--- config.mk ---
export PLATFORM = sky130hd
export DESIGN_NAME = elapsed_timer_flat
export DESIGN_NICKNAME = d
export VERILOG_FILES = /design/src/rtl/timer_pkg.sv /design/src/rtl/elapsed_timer_if.sv /design/src/rtl/digit_counter.sv /design/src/rtl/elapsed_timer.sv /design/src/flat_wrapper.sv
export SDC_FILE = /design/constraint.sdc
export NUM_CORES = 1
export LEC_CHECK = 0
export BUFFER_PORTS_ARGS = -buffer_cell sky130_fd_sc_hd__buf_2
export CAP_MARGIN = 15
export CELL_PAD_IN_SITES_DETAIL_PLACEMENT = 1
export CELL_PAD_IN_SITES_GLOBAL_PLACEMENT = 2
export CORE_AREA = 8 8 114 116
export DETAILED_ROUTE_END_ITERATION = 10
export DIE_AREA = 0 0 122 124
export PLACE_DENSITY_LB_ADDON = 0.1
export SLEW_MARGIN = 20
export SYNTH_ARGS = -nofsm -noshare
export SYNTH_HDL_FRONTEND = slang
export SYNTH_SLANG_ARGS = --single-unit
--- constraint.sdc ---
create_clock -name clk -period 2.3 [get_ports clk]
set_input_delay 0 -clock clk [delete_from_list [all_inputs] [get_ports clk]]
set_output_delay 0 -clock clk [all_outputs]
set_load 0.05 [all_outputs]
--- src/rtl/timer_pkg.sv ---
// Shared types and default field limits for the elapsed timer.
package timer_pkg;

  typedef enum logic [1:0] {
    IDLE    = 2'd0,
    RUN     = 2'd1,
    PAUSE   = 2'd2,
    EXPIRED = 2'd3
  } timer_state_t;

  localparam int DEF_SEC_MAX = 59;
  localparam int DEF_MIN_MAX = 59;
  localparam int DEF_HR_MAX  = 23;
  localparam int DEF_FW      = 6;

endpackage

--- src/rtl/elapsed_timer_if.sv ---
// Command and status bundle between the elapsed timer and whoever drives it.
interface elapsed_timer_if import timer_pkg::*; #(
  parameter int FW = DEF_FW
);

  logic            tick;
  logic            start;
  logic            stop;
  logic            clear;
  logic            load;
  logic [3*FW-1:0] load_value;
  logic            dir;
  logic            lap;
  logic [3*FW-1:0] time_out;
  logic [3*FW-1:0] lap_out;
  logic            running;
  logic            expired;
  logic            wrap;

  modport master (
    output tick, start, stop, clear, load, load_value, dir, lap,
    input  time_out, lap_out, running, expired, wrap
  );

  modport slave (
    input  tick, start, stop, clear, load, load_value, dir, lap,
    output time_out, lap_out, running, expired, wrap
  );

endinterface

--- src/rtl/digit_counter.sv ---
// One modulo-(MAX+1) field of the timer with combinational carry/borrow out.
module digit_counter #(
  parameter int MAX = 59,
  parameter int FW  = 6
) (
  input  logic          clk,
  input  logic          nrst,
  input  logic          inc,
  input  logic          dec,
  input  logic          clr,
  input  logic          ld,
  input  logic [FW-1:0] ld_val,
  output logic [FW-1:0] value,
  output logic          carry,
  output logic          borrow
);

  localparam logic [FW-1:0] MAX_V = FW'(MAX);

  assign carry  = inc && (value == MAX_V);
  assign borrow = dec && (value == '0);

  // Loaded values beyond the field's range saturate rather than wrap.
  always_ff @(posedge clk or negedge nrst) begin
    if (!nrst)       value <= '0;
    else if (clr)    value <= '0;
    else if (ld)     value <= (ld_val > MAX_V) ? MAX_V : ld_val;
    else if (inc)    value <= carry ? '0 : value + FW'(1);
    else if (dec)    value <= borrow ? MAX_V : value - FW'(1);
  end

endmodule

--- src/rtl/elapsed_timer.sv ---
// Hours/minutes/seconds stopwatch-countdown with lap capture, built from three chained fields.
module elapsed_timer import timer_pkg::*; #(
  parameter int SEC_MAX = DEF_SEC_MAX,
  parameter int MIN_MAX = DEF_MIN_MAX,
  parameter int HR_MAX  = DEF_HR_MAX,
  parameter int FW      = DEF_FW
) (
  input  logic            clk,
  input  logic            nrst,
  elapsed_timer_if.slave  bus
);

  localparam int BIGGEST = (SEC_MAX > MIN_MAX) ? ((SEC_MAX > HR_MAX) ? SEC_MAX : HR_MAX)
                                               : ((MIN_MAX > HR_MAX) ? MIN_MAX : HR_MAX);

  if (FW < $clog2(BIGGEST + 1)) begin : g_fw_check
    $error("elapsed_timer: FW too narrow for the field limits");
  end

  timer_state_t    state, state_next;
  logic [FW-1:0]   sec, min, hr;
  logic            sec_carry, sec_borrow, min_carry, min_borrow, hr_carry, hr_borrow;
  logic            count_en, inc_sec, dec_sec, ld_en, clr_all;
  logic            wrap_q, running, expired;
  logic [3*FW-1:0] lap_q, time_now;

  // Any higher-priority command in the same cycle swallows the tick.
  assign count_en = (state == RUN) && bus.tick && !bus.clear && !bus.load
                    && !bus.stop && !bus.start;
  assign inc_sec  = count_en && !bus.dir;
  assign dec_sec  = count_en && bus.dir;
  assign ld_en    = bus.load && !bus.clear;
  // A borrow out of the hours field means a down tick at 0:00:00; clearing holds zero.
  assign clr_all  = bus.clear || hr_borrow;
  assign time_now = {hr, min, sec};

  digit_counter #(.MAX(SEC_MAX), .FW(FW)) u_sec (
    .clk(clk), .nrst(nrst), .inc(inc_sec), .dec(dec_sec), .clr(clr_all), .ld(ld_en),
    .ld_val(bus.load_value[FW-1:0]), .value(sec), .carry(sec_carry), .borrow(sec_borrow)
  );

  digit_counter #(.MAX(MIN_MAX), .FW(FW)) u_min (
    .clk(clk), .nrst(nrst), .inc(sec_carry), .dec(sec_borrow), .clr(clr_all), .ld(ld_en),
    .ld_val(bus.load_value[2*FW-1:FW]), .value(min), .carry(min_carry), .borrow(min_borrow)
  );

  digit_counter #(.MAX(HR_MAX), .FW(FW)) u_hr (
    .clk(clk), .nrst(nrst), .inc(min_carry), .dec(min_borrow), .clr(clr_all), .ld(ld_en),
    .ld_val(bus.load_value[3*FW-1:2*FW]), .value(hr), .carry(hr_carry), .borrow(hr_borrow)
  );

  always_ff @(posedge clk or negedge nrst) begin
    if (!nrst) state <= IDLE;
    else       state <= state_next;
  end

  always_comb begin
    state_next = state;
    if (bus.clear) begin
      state_next = IDLE;
    end else if (bus.load) begin
      if (state == EXPIRED) state_next = IDLE;
    end else if (bus.stop) begin
      if (state == RUN) state_next = PAUSE;
    end else if (bus.start) begin
      if (state == IDLE || state == PAUSE) state_next = RUN;
    end else if (hr_borrow) begin
      state_next = EXPIRED;
    end
  end

  always_comb begin
    running = (state == RUN);
    expired = (state == EXPIRED);
  end

  // Lap captures the pre-update count; a simultaneous clear wins.
  always_ff @(posedge clk or negedge nrst) begin
    if (!nrst) begin
      lap_q  <= '0;
      wrap_q <= 1'b0;
    end else begin
      wrap_q <= hr_carry;
      if (bus.clear)    lap_q <= '0;
      else if (bus.lap) lap_q <= time_now;
    end
  end

  assign bus.time_out = time_now;
  assign bus.lap_out  = lap_q;
  assign bus.running  = running;
  assign bus.expired  = expired;
  assign bus.wrap     = wrap_q;

endmodule

--- src/flat_wrapper.sv ---
// flat-port wrapper written by rule: the top's interface ports become plain ports
module elapsed_timer_flat import timer_pkg::*;
#(
  parameter int SEC_MAX = DEF_SEC_MAX,
  parameter int MIN_MAX = DEF_MIN_MAX,
  parameter int HR_MAX  = DEF_HR_MAX,
  parameter int FW      = DEF_FW
)
  (clk, nrst, bus_tick, bus_start, bus_stop, bus_clear, bus_load, bus_load_value, bus_dir, bus_lap, bus_time_out, bus_lap_out, bus_running, bus_expired, bus_wrap);
  elapsed_timer_if #(.FW(FW)) bus_i ();
  input  logic clk;
  input  logic nrst;
  input wire logic [$bits(bus_i.tick)-1:0] bus_tick;
  input wire logic [$bits(bus_i.start)-1:0] bus_start;
  input wire logic [$bits(bus_i.stop)-1:0] bus_stop;
  input wire logic [$bits(bus_i.clear)-1:0] bus_clear;
  input wire logic [$bits(bus_i.load)-1:0] bus_load;
  input wire logic [$bits(bus_i.load_value)-1:0] bus_load_value;
  input wire logic [$bits(bus_i.dir)-1:0] bus_dir;
  input wire logic [$bits(bus_i.lap)-1:0] bus_lap;
  output wire logic [$bits(bus_i.time_out)-1:0] bus_time_out;
  output wire logic [$bits(bus_i.lap_out)-1:0] bus_lap_out;
  output wire logic [$bits(bus_i.running)-1:0] bus_running;
  output wire logic [$bits(bus_i.expired)-1:0] bus_expired;
  output wire logic [$bits(bus_i.wrap)-1:0] bus_wrap;
  assign bus_i.tick = bus_tick;
  assign bus_i.start = bus_start;
  assign bus_i.stop = bus_stop;
  assign bus_i.clear = bus_clear;
  assign bus_i.load = bus_load;
  assign bus_i.load_value = bus_load_value;
  assign bus_i.dir = bus_dir;
  assign bus_i.lap = bus_lap;
  assign bus_time_out = bus_i.time_out;
  assign bus_lap_out = bus_i.lap_out;
  assign bus_running = bus_i.running;
  assign bus_expired = bus_i.expired;
  assign bus_wrap = bus_i.wrap;
  elapsed_timer #(.SEC_MAX(SEC_MAX), .MIN_MAX(MIN_MAX), .HR_MAX(HR_MAX), .FW(FW)) u_core (.clk(clk), .nrst(nrst), .bus(bus_i));
endmodule
Word level (Yosys, flattened, before mapping):

Index checks and enable logic that the tools add are counted.

* output and inout bits: 39
* register bits: 39
* input port bits: 27
* word-level logic and storage cells: 86

* muxes and demuxes: 31
* equal/unequal tests: 9
* reductions and logical operators: 31
* $lt $le $gt $ge: 3
* add/sub/neg operators: 6

Operator list (count)
* $mux W6: 21
* $mux W18: 2
* $add A6 B1 Y6 const B: 3
* $logic_not A6 Y1: 3
* $sub A6 B1 Y6 const B: 3
* $mux W2: 8
* $logic_and A1 B1 Y1: 14
* $eq A6 B6 Y1 const B: 2
* $gt A6 B6 Y1 const B: 2
* $reduce_bool A4 Y1: 3
* $eq A6 B5 Y1 const B: 1
* $gt A6 B5 Y1 const B: 1
* $logic_not A1 Y1: 5
* $ne A5 B1 Y1 const B: 1
* $reduce_bool A5 Y1: 1
* $eq A2 B2 Y1 const B: 2
* $ne A4 B1 Y1 const B: 1
* $reduce_and A4 Y1: 1
* $ne A3 B2 Y1 const B: 1
* $eq A2 B1 Y1 const B: 1
* $logic_not A2 Y1: 1
* $logic_or A1 B1 Y1: 2
* $reduce_bool A2 Y1: 1

Longest topological paths before layout:

Gate-level depths: netlist of run 1.

* word-level depth: 15
* depth in mapped cells: 9
* mapped depth without buffers: 8

Modules after synthesis:

Synthesis of run 1 repeated with hierarchy kept, for this count alone.

* cell total of the unflattened synthesis: 327
* area total of the unflattened synthesis: 2879.0 µm²

Modules (own cells, without submodules)
* digit_counter (u_core.u_min ...): area an instance 658.1 µm², cells each 84, seq. area each 150.1 µm², times used 2
* elapsed_timer: area an instance 955.9 µm², cells each 84, seq. area each 525.5 µm², times used 1
* digit_counter (u_core.u_hr): area an instance 606.8 µm², cells each 75, seq. area each 150.1 µm², times used 1

Worst setup path after synthesis of run 1:

Ideal clock, no wire load.

* path kind: register to register
* from: register u_core.state[1]
* to: register u_core.u_hr.value[3]
* cell stages (with the launch flop): 7
* setup slack: -0.277 ns
* clock period less this slack: 2.577 ns
* arrival: 2.430 ns
* required time: 2.153 ns
* path buffers: 0
* library setup time: 0.147 ns
* cell sequence: dfrtp_1 > nor2b_1 > nand4_1 > nor3_1 > nor2_1 > nor3_1 > o41ai_1

* longest elaborated chain between the ends: 15
* elaborated cells on any way between the ends: 22
* those cells by class: eq/ne (1); mux (6); reduce/logical (15)

Ends and longest elaborated chain
* start: declaration: line elapsed_timer.sv:20 `timer_state_t state, state_next;`
* start signal: assignment: line elapsed_timer.sv:54 `else state <= state_next;`
* $eq A2 B1 Y1 (*)
* via bus_running: line flat_wrapper.sv:23 `output wire logic [$bits(bus_i.running)-1:0] bus_running;`
* $logic_and A1 B1 Y1 (*) (3 in series): line elapsed_timer.sv:28 `assign count_en = (state == RUN) && bus.tick && !bus.clear && !bus.load`
* $logic_and A1 B1 Y1 (*) (2 in series): line elapsed_timer.sv:29 `&& !bus.stop && !bus.start;`
* $logic_and A1 B1 Y1: line elapsed_timer.sv:31 `assign dec_sec = count_en && bus.dir;`
* $logic_and A1 B1 Y1 (3 in series): line digit_counter.sv:21 `assign borrow = dec && (value == '0);`
* $mux W6 (2 in series): line digit_counter.sv:29 `else if (dec) value <= borrow ? MAX_V : value - FW'(1);`
* $mux W6: line digit_counter.sv:28 `else if (inc) value <= carry ? '0 : value + FW'(1);`
* $mux W6: line digit_counter.sv:27 `else if (ld) value <= (ld_val > MAX_V) ? MAX_V : ld_val;`
* $mux W6: line digit_counter.sv:26 `else if (clr) value <= '0;`
* end signal: assignment: line digit_counter.sv:27
* end signal: assignment: line digit_counter.sv:28
* end signal: assignment: line digit_counter.sv:29
* end: declaration: line digit_counter.sv:13 `output logic [FW-1:0] value,`

The timed path passes the listed nets; every way through them passes the cells marked *. The select of a mux whose other input is x is not followed.
A chain may end at the register's enable or synchronous reset.

Worst setup path in the final report of run 1:

* from: register u_core.state[1]
* to: register u_core.u_hr.value[0]

* elaborated cells on any way between the ends: 22
* those cells by class: eq/ne (1); mux (6); reduce/logical (15)

RTL lines
* $eq A2 B1 Y1: line elapsed_timer.sv:28
* $logic_and A1 B1 Y1 (3 in series): line elapsed_timer.sv:28
* $logic_and A1 B1 Y1 (2 in series): line elapsed_timer.sv:29
* $logic_and A1 B1 Y1: line elapsed_timer.sv:30 `assign inc_sec = count_en && !bus.dir;`
* $logic_and A1 B1 Y1 (3 in series): line digit_counter.sv:20 `assign carry = inc && (value == MAX_V);`
* via u_core.hr_carry: line elapsed_timer.sv:22 `logic sec_carry, sec_borrow, min_carry, min_borrow, hr_carry, hr_borrow;`
* $mux W6 (2 in series): line digit_counter.sv:28
* $mux W6: line digit_counter.sv:27
* $mux W6: line digit_counter.sv:26

The timed path passes the listed nets, and every way through them passes these cells. The select of a mux whose other input is x is not followed.

==> results.ini, run 1 <==
[finish]
final_core_utilization=0.341
area.growth.synth_to_final_pct=38.3
design_area_um2=3810
finalNetCount=477
layout-drive-gt1-share=0.347
num_antenna_cells=0

[hold_path]
worstHoldPathCells=3
worstHoldStart=bus_load_value[14]
hold_class=primary input to flip-flop
whs_endpoint=u_core.u_hr.value[2]

[synthesis]
synth_async_sr_flop_share=1.00
syn-cell-area_um2=2750
synth.distinct_cells=58
post-synth-top-count-cell=nor2_1
synth.top_cells.by_count=nor2_1, dfrtp_1, nand2_1
synth.top_cells.by_area=dfrtp_1, mux2i_1, nor2_1
synth_enable_flop_cells=0
postSynthAreaPerCell_um2=8.22
synth_warnings=0
synth-main-ff-cell=dfrtp_1
synthesized_instance_count=335
synth_top_area_frac=0.354
syn-num-nets=369
seq_area_frac_synth=0.354
ys_seq_elements=39
leading_area_contributor_after_synthesis=dfrtp_1

[floorplanning]
boundaryPins=66
fp.coreArea_um2=11200
floorplan.initialDensity=0.246
die_h_um=124
rows=39
die_width_um=122
floorplan_die_area_um2=15100

[timing]
final.setup.tns_ns=0
achievable_clock_frequency_ghz=0.456
max_slew_margin=0.369
final_period_minus_worst_setup_slack_ns=2.19
final-setup-viol-count=0
max_slew.worst_pin.slew_ns=0.947
whs_ns=0.0688
slew_violations=0
clock-skew-final_ns=0.00666
final.period_utilization=0.954
finalHoldViolCount=0
grt_setup_unrepaired=no

[clocking]
number_of_buffers_created_by_cts=5
tritoncts=done
htree_levels=2
clock_insertion_delay_worst_skew_ns=0.28
cts_num_sinks=39
clk_root_buffer_cell=clkbuf_16
clock_path_buffers=2
cts.clk_slew.worst_paths_ns=0.06

[run]
drv_cap=0

[global_routing]
largest_net_degree_at_the_start_of_global_routing=40
grtUsageMet2=0.249
grt_antenna_before_repair=0
grt_pass1_wl_um=17400
grt_use_total=0.147
via_count_of_the_first_global_routing_pass=3229
grt.overflow.total=0
grt_use_met3=0.0227
busiest_layer=met2
grt_use_met1=0.189

[route]
ant_nets=0
drtPass1Iterations=4
wirelength_um=10800
drc=0
drtIter0Drc=103
via_per_inst=5.05
vias=2966
detail_route.wl_per_cell_um=18.5

[setup_path]
cpLargestDelayFamily=simple AND/OR/NAND/NOR gates
worst_r2r_path_depth=7
timing.critical_path.arrival_ns=2.37
crit-reg2reg-capture=u_core.u_hr.value[0]
timing.critical_path.from_type=flip-flop
crit_path_max_fanout=9
critPathCaptureType=flip-flop
timing.critical_path.buf_inv=1
worst_ep_required_time_ns=2.47
crit_path_top_delay_cell=or4b_4
timing.reg2reg.setup_slack_ns=0.11
timing.critical_path.slowest_cell_delay_ns=0.51
critPathKind=flip-flop to flip-flop
reg2reg_from=u_core.state[1]
worst_path_most_repeated_cell=nor4_4
critical_path_cell_by_cell=or4b_4, nor4_4, buf_4, nand2_2, nor4_4, o21ai_1, a22o_1

[place]
place_area_um2=3590
count_of_input_and_output_buffers=65
gp_congestion=0.794
dpl.hpwl_um=8330

[outcome]
outcome=completed

[pwr]
p_leak_nw=1.81
vdd.ir_drop.worst_mv=0.260
power_density_nw_per_um2=685

repair_timing:
item / CTS / global route
buffers inserted: 0 / 2
hold buffers: 1 / 0
pin swaps: 0 / 4
setup endpoints to repair: 10 / 17
resized for setup: 1 / 16
hold endpoints to repair: 39 / 0
final cells by class:
class / count / area [um^2]
fillers: 1360 / 7370
multi-input cells: 262 / 1670
flip-flops and latches: 39 / 986
repair buffers: 124 / 782
well taps: 143 / 179
clock buffers: 7 / 143
inverters: 11 / 41.3
clock inverters: 1 / 5.00
worst max path at each step:
| stage | start | to | slack (ns) | cells past startpoint |
|---|---|---|---|---|
| 3_5_place_dp | u_core.u_min.value[0] | u_core.u_sec.value[5] | -0.05 | 8 |
| 4_1_cts | u_core.u_min.value[0] | u_core.u_sec.value[5] | 0.07 | 8 |
| 2_1_floorplan | u_core.u_min.value[4] | u_core.u_hr.value[3] | 0.03 | 6 |
| 6_report | u_core.state[1] | u_core.u_hr.value[0] | 0.11 | 7 |
| 3_3_place_gp | u_core.u_min.value[0] | u_core.u_sec.value[2] | 0.03 | 7 |
| 5_1_grt | u_core.u_min.value[0] | u_core.u_min.value[2] | 0.006 | 7 |
tightest hold or removal path, stage by stage:
cell and delay (ns):
buf_2 0.10, o221ai_1 0.15, o31ai_1 0.07
routing by layer:
layer / routed length [um] / part of all wire / vias to the layer above
met3: 370 / 0.034 / 10
met1: 5090 / 0.47 / 1479
met5: 0 / 0 / -
met2: 5230 / 0.48 / 52
met4: 149 / 0.014 / 0
li1: - / - / 1425
cells by family after synthesis:
kind of cell,Yosys count,synth area share
compound gates,87,0.206
xor+xnor,11,0.0350
fa+ha+maj,7,0.0318
buf+inv,34,0.0522
flops,39,0.354
mux,20,0.0736
simple gates,137,0.247
registers in the layout (all words and copies together), names as in the netlist:
signal              flops
u_core.state            2
u_core.u_min.value      6
u_core.u_sec.value      6
u_core.u_hr.value       6
u_core.bus.wrap         1
u_core.bus.lap_out     18
where the power goes:
part | switching, mW | leakage [nW] | internal, mW | total [mW]
Combinational | 0.703 | 1.23 | 0.381 | 1.08
Sequential | 0.0519 | 0.509 | 0.759 | 0.811
Clock | 0.285 | 0.0739 | 0.431 | 0.715
layout by cell type (no fill, tap or decap), drive strengths merged, types with 5 or more instances in the layout:
cell	Yosys	layout
mux2i	18	18
o221ai	5	5
nor3	12	12
nor2	42	42
dfrtp	39	39
clkbuf	15	7
nand3	16	16
xnor2	6	6
nand2	36	36
o21ai	33	33
inv	11	11
o31ai	7	7
nor4	5	5
buf	8	123
and3	5	5
a21oi	14	14
ha	7	7
xor2	5	5
stage by stage:
stage | power (mW) | setup slack [ns] | instances
after floorplan | 1.52 | 0.0327 | 335
after global placement | 1.88 | 0.0321 | 576
after detailed placement | 1.89 | -0.0459 | 576
after CTS | 2.62 | 0.0722 | 585
after global routing | 2.77 | 0.00552 | 587
final | 2.61 | 0.106 | 587
No activity file was read; power rests on OpenSTA's default activity.
==> inputs of run 2 (changes only) <==
--- a/config.mk
+++ b/config.mk
@@ -9,10 +9,11 @@
 export CAP_MARGIN = 15
 export CELL_PAD_IN_SITES_DETAIL_PLACEMENT = 1
 export CELL_PAD_IN_SITES_GLOBAL_PLACEMENT = 2
-export CORE_AREA = 8 8 114 116
+export CORE_AREA = 8 8 95 140
 export DETAILED_ROUTE_END_ITERATION = 10
-export DIE_AREA = 0 0 122 124
-export PLACE_DENSITY_LB_ADDON = 0.1
+export DIE_AREA = 0 0 103 148
+export GPL_TIMING_DRIVEN = 0
+export PLACE_DENSITY = 0.78
 export SLEW_MARGIN = 20
 export SYNTH_ARGS = -nofsm -noshare
 export SYNTH_HDL_FRONTEND = slang
==> results.ini, run 2 (synthesized netlist as in run 1, its figures left out) <==
[setup_path]
worst_r2r_path_depth=8
timing.critical_path.arrival_ns=2.45
timing.critical_path.from_type=flip-flop
worst_ep_required_time_ns=2.47
critPathCaptureType=flip-flop
crit-reg2reg-capture=u_core.u_min.value[2]
timing.reg2reg.setup_slack_ns=0.02
crit_path_top_delay_cell=o41a_1
reg2reg_from=u_core.u_min.value[0]
cpLargestDelayFamily=compound AO/OA/AOI/OAI gates
critPathKind=flip-flop to flip-flop
crit_path_max_fanout=5
timing.critical_path.slowest_cell_delay_ns=0.52
timing.critical_path.buf_inv=2
critical_path_cell_by_cell=inv_1, ha_2, nor3b_4, nand4b_1, o41a_1, buf_4, nor2b_4, a32o_1

[place]
pre_cts_ws_ns=-0.556
gp_congestion=0.834
dpl.hpwl_um=7800
count_of_input_and_output_buffers=63

[floorplanning]
rows=48
fp.coreArea_um2=11300
floorplan.initialDensity=0.244
boundaryPins=66
die_h_um=148
die_width_um=103
floorplan_die_area_um2=15200

[global_routing]
grt_antenna_before_repair=0
grt_pass1_wl_um=16500
largest_net_degree_at_the_start_of_global_routing=40
grt_use_met3=0.0245
busiest_layer=met2
grt_use_met1=0.152
via_count_of_the_first_global_routing_pass=3184
grtUsageMet2=0.249
grt_use_total=0.139
grt.overflow.total=0

[route]
drtIter0Drc=47
ant_nets=0
via_per_inst=5.00
drtPass1Iterations=4
detail_route.wl_per_cell_um=18.0
drc=0
wirelength_um=10400
vias=2894

[run]
drv_cap=0

[hold_path]
worstHoldPathCells=3
hold_class=primary input to flip-flop
worstHoldStart=bus_load_value[14]
whs_endpoint=u_core.u_hr.value[2]

[timing]
final_period_minus_worst_setup_slack_ns=2.28
achievable_clock_frequency_ghz=0.439
max_slew_margin=0.379
whs_ns=0.0515
final.setup.worst_slack_ns=0.0203
grt_setup_unrepaired=yes
max_slew.worst_pin.slew_ns=0.932
slew_violations=0
final-setup-viol-count=0
clock-skew-final_ns=0.00664
final.period_utilization=0.991
final.setup.tns_ns=0
finalHoldViolCount=0

[clocking]
cts.clk_slew.worst_paths_ns=0.06
clock_path_buffers=2
cts_num_sinks=39
clk_root_buffer_cell=clkbuf_16
clock_insertion_delay_worst_skew_ns=0.29
tritoncts=done
number_of_buffers_created_by_cts=5
htree_levels=2

[finish]
max_reg_flops=18
mostFrequentLayoutCells=buf_2, nor2_1, nand2_1
final.fill_count=1425
finalNetCount=462
leading_cell_type_in_the_layout_fill_and_taps_excluded=buf_2
regArea_um2=987
final_core_utilization=0.330
num_antenna_cells=0
multiInputGateArea_um2=1740
area.growth.synth_to_final_pct=35.3
layout-drive-gt1-share=0.322

[pwr]
p_total_mw=2.59
vdd.ir_drop.worst_mv=0.272
p_leak_nw=1.73
power_density_nw_per_um2=696

[outcome]
outcome=completed

-- run 2: report_power, final --
part	internal (mW)	leakage (nW)	total, mW	switching, mW
registers	0.760	0.507	0.843	0.0828
logic	0.357	1.15	1.03	0.677
clock network	0.431	0.0739	0.716	0.286
-- run 2: what timing repair did --
action | 4_1_cts | 5_1_grt
resized for setup | 17 | 20
hold endpoints to repair | 39 | 0
gates cloned | 0 | 0
endpoints found under the setup margin | 20 | 16
pin swaps | 5 | 7
setup buffers | 10 | 15
hold buffers | 1 | 0
-- run 2: layer usage --
| metal | vias up | routed length, um |
|---|---|---|
| met5 | - | 0 |
| met4 | 0 | 318 |
| met1 | 1421 | 4050 |
| met2 | 58 | 5570 |
| met3 | 19 | 459 |
| li1 | 1396 | - |
-- run 2: worst max path at each step --
| stage | from | endpoint | slack [ns] | cells past startpoint |
|---|---|---|---|---|
| 6_report | u_core.u_min.value[0] | u_core.u_min.value[2] | 0.02 | 8 |
| 5_1_grt | u_core.u_min.value[0] | u_core.u_min.value[2] | -0.06 | 8 |
| 4_1_cts | u_core.u_sec.value[4] | u_core.u_min.value[2] | 0.008 | 7 |
| 3_5_place_dp | u_core.u_sec.value[3] | u_core.u_min.value[5] | -0.56 | 7 |
| 3_3_place_gp | u_core.u_sec.value[3] | u_core.u_sec.value[4] | -0.46 | 7 |
| 2_1_floorplan | u_core.u_min.value[4] | u_core.u_hr.value[3] | 0.03 | 6 |
-- run 2: area by class of cell --
cell class                 instances  area share
inverter                          11      0.0111
tap                              150      0.0504
sequential                        39       0.265
clock buffer                       7      0.0383
timing repair buffer              89       0.139
multi-input combinational        262       0.467
buffer                            20      0.0286
clock inverter                     1     0.00134
-- run 2: tightest hold or removal path: cells and delay by family --
family	cells	cell delay, ns
buffers and inverters	1	0.10
AOI/OAI and AO/OA	2	0.20
-- run 2: metrics by stage --
step | instances | cell area [um^2]
after CTS | 566 | 3570
after global routing | 579 | 3720
after global placement | 548 | 3270
final | 579 | 3720
after detailed placement | 548 | 3270
after floorplan | 335 | 2770
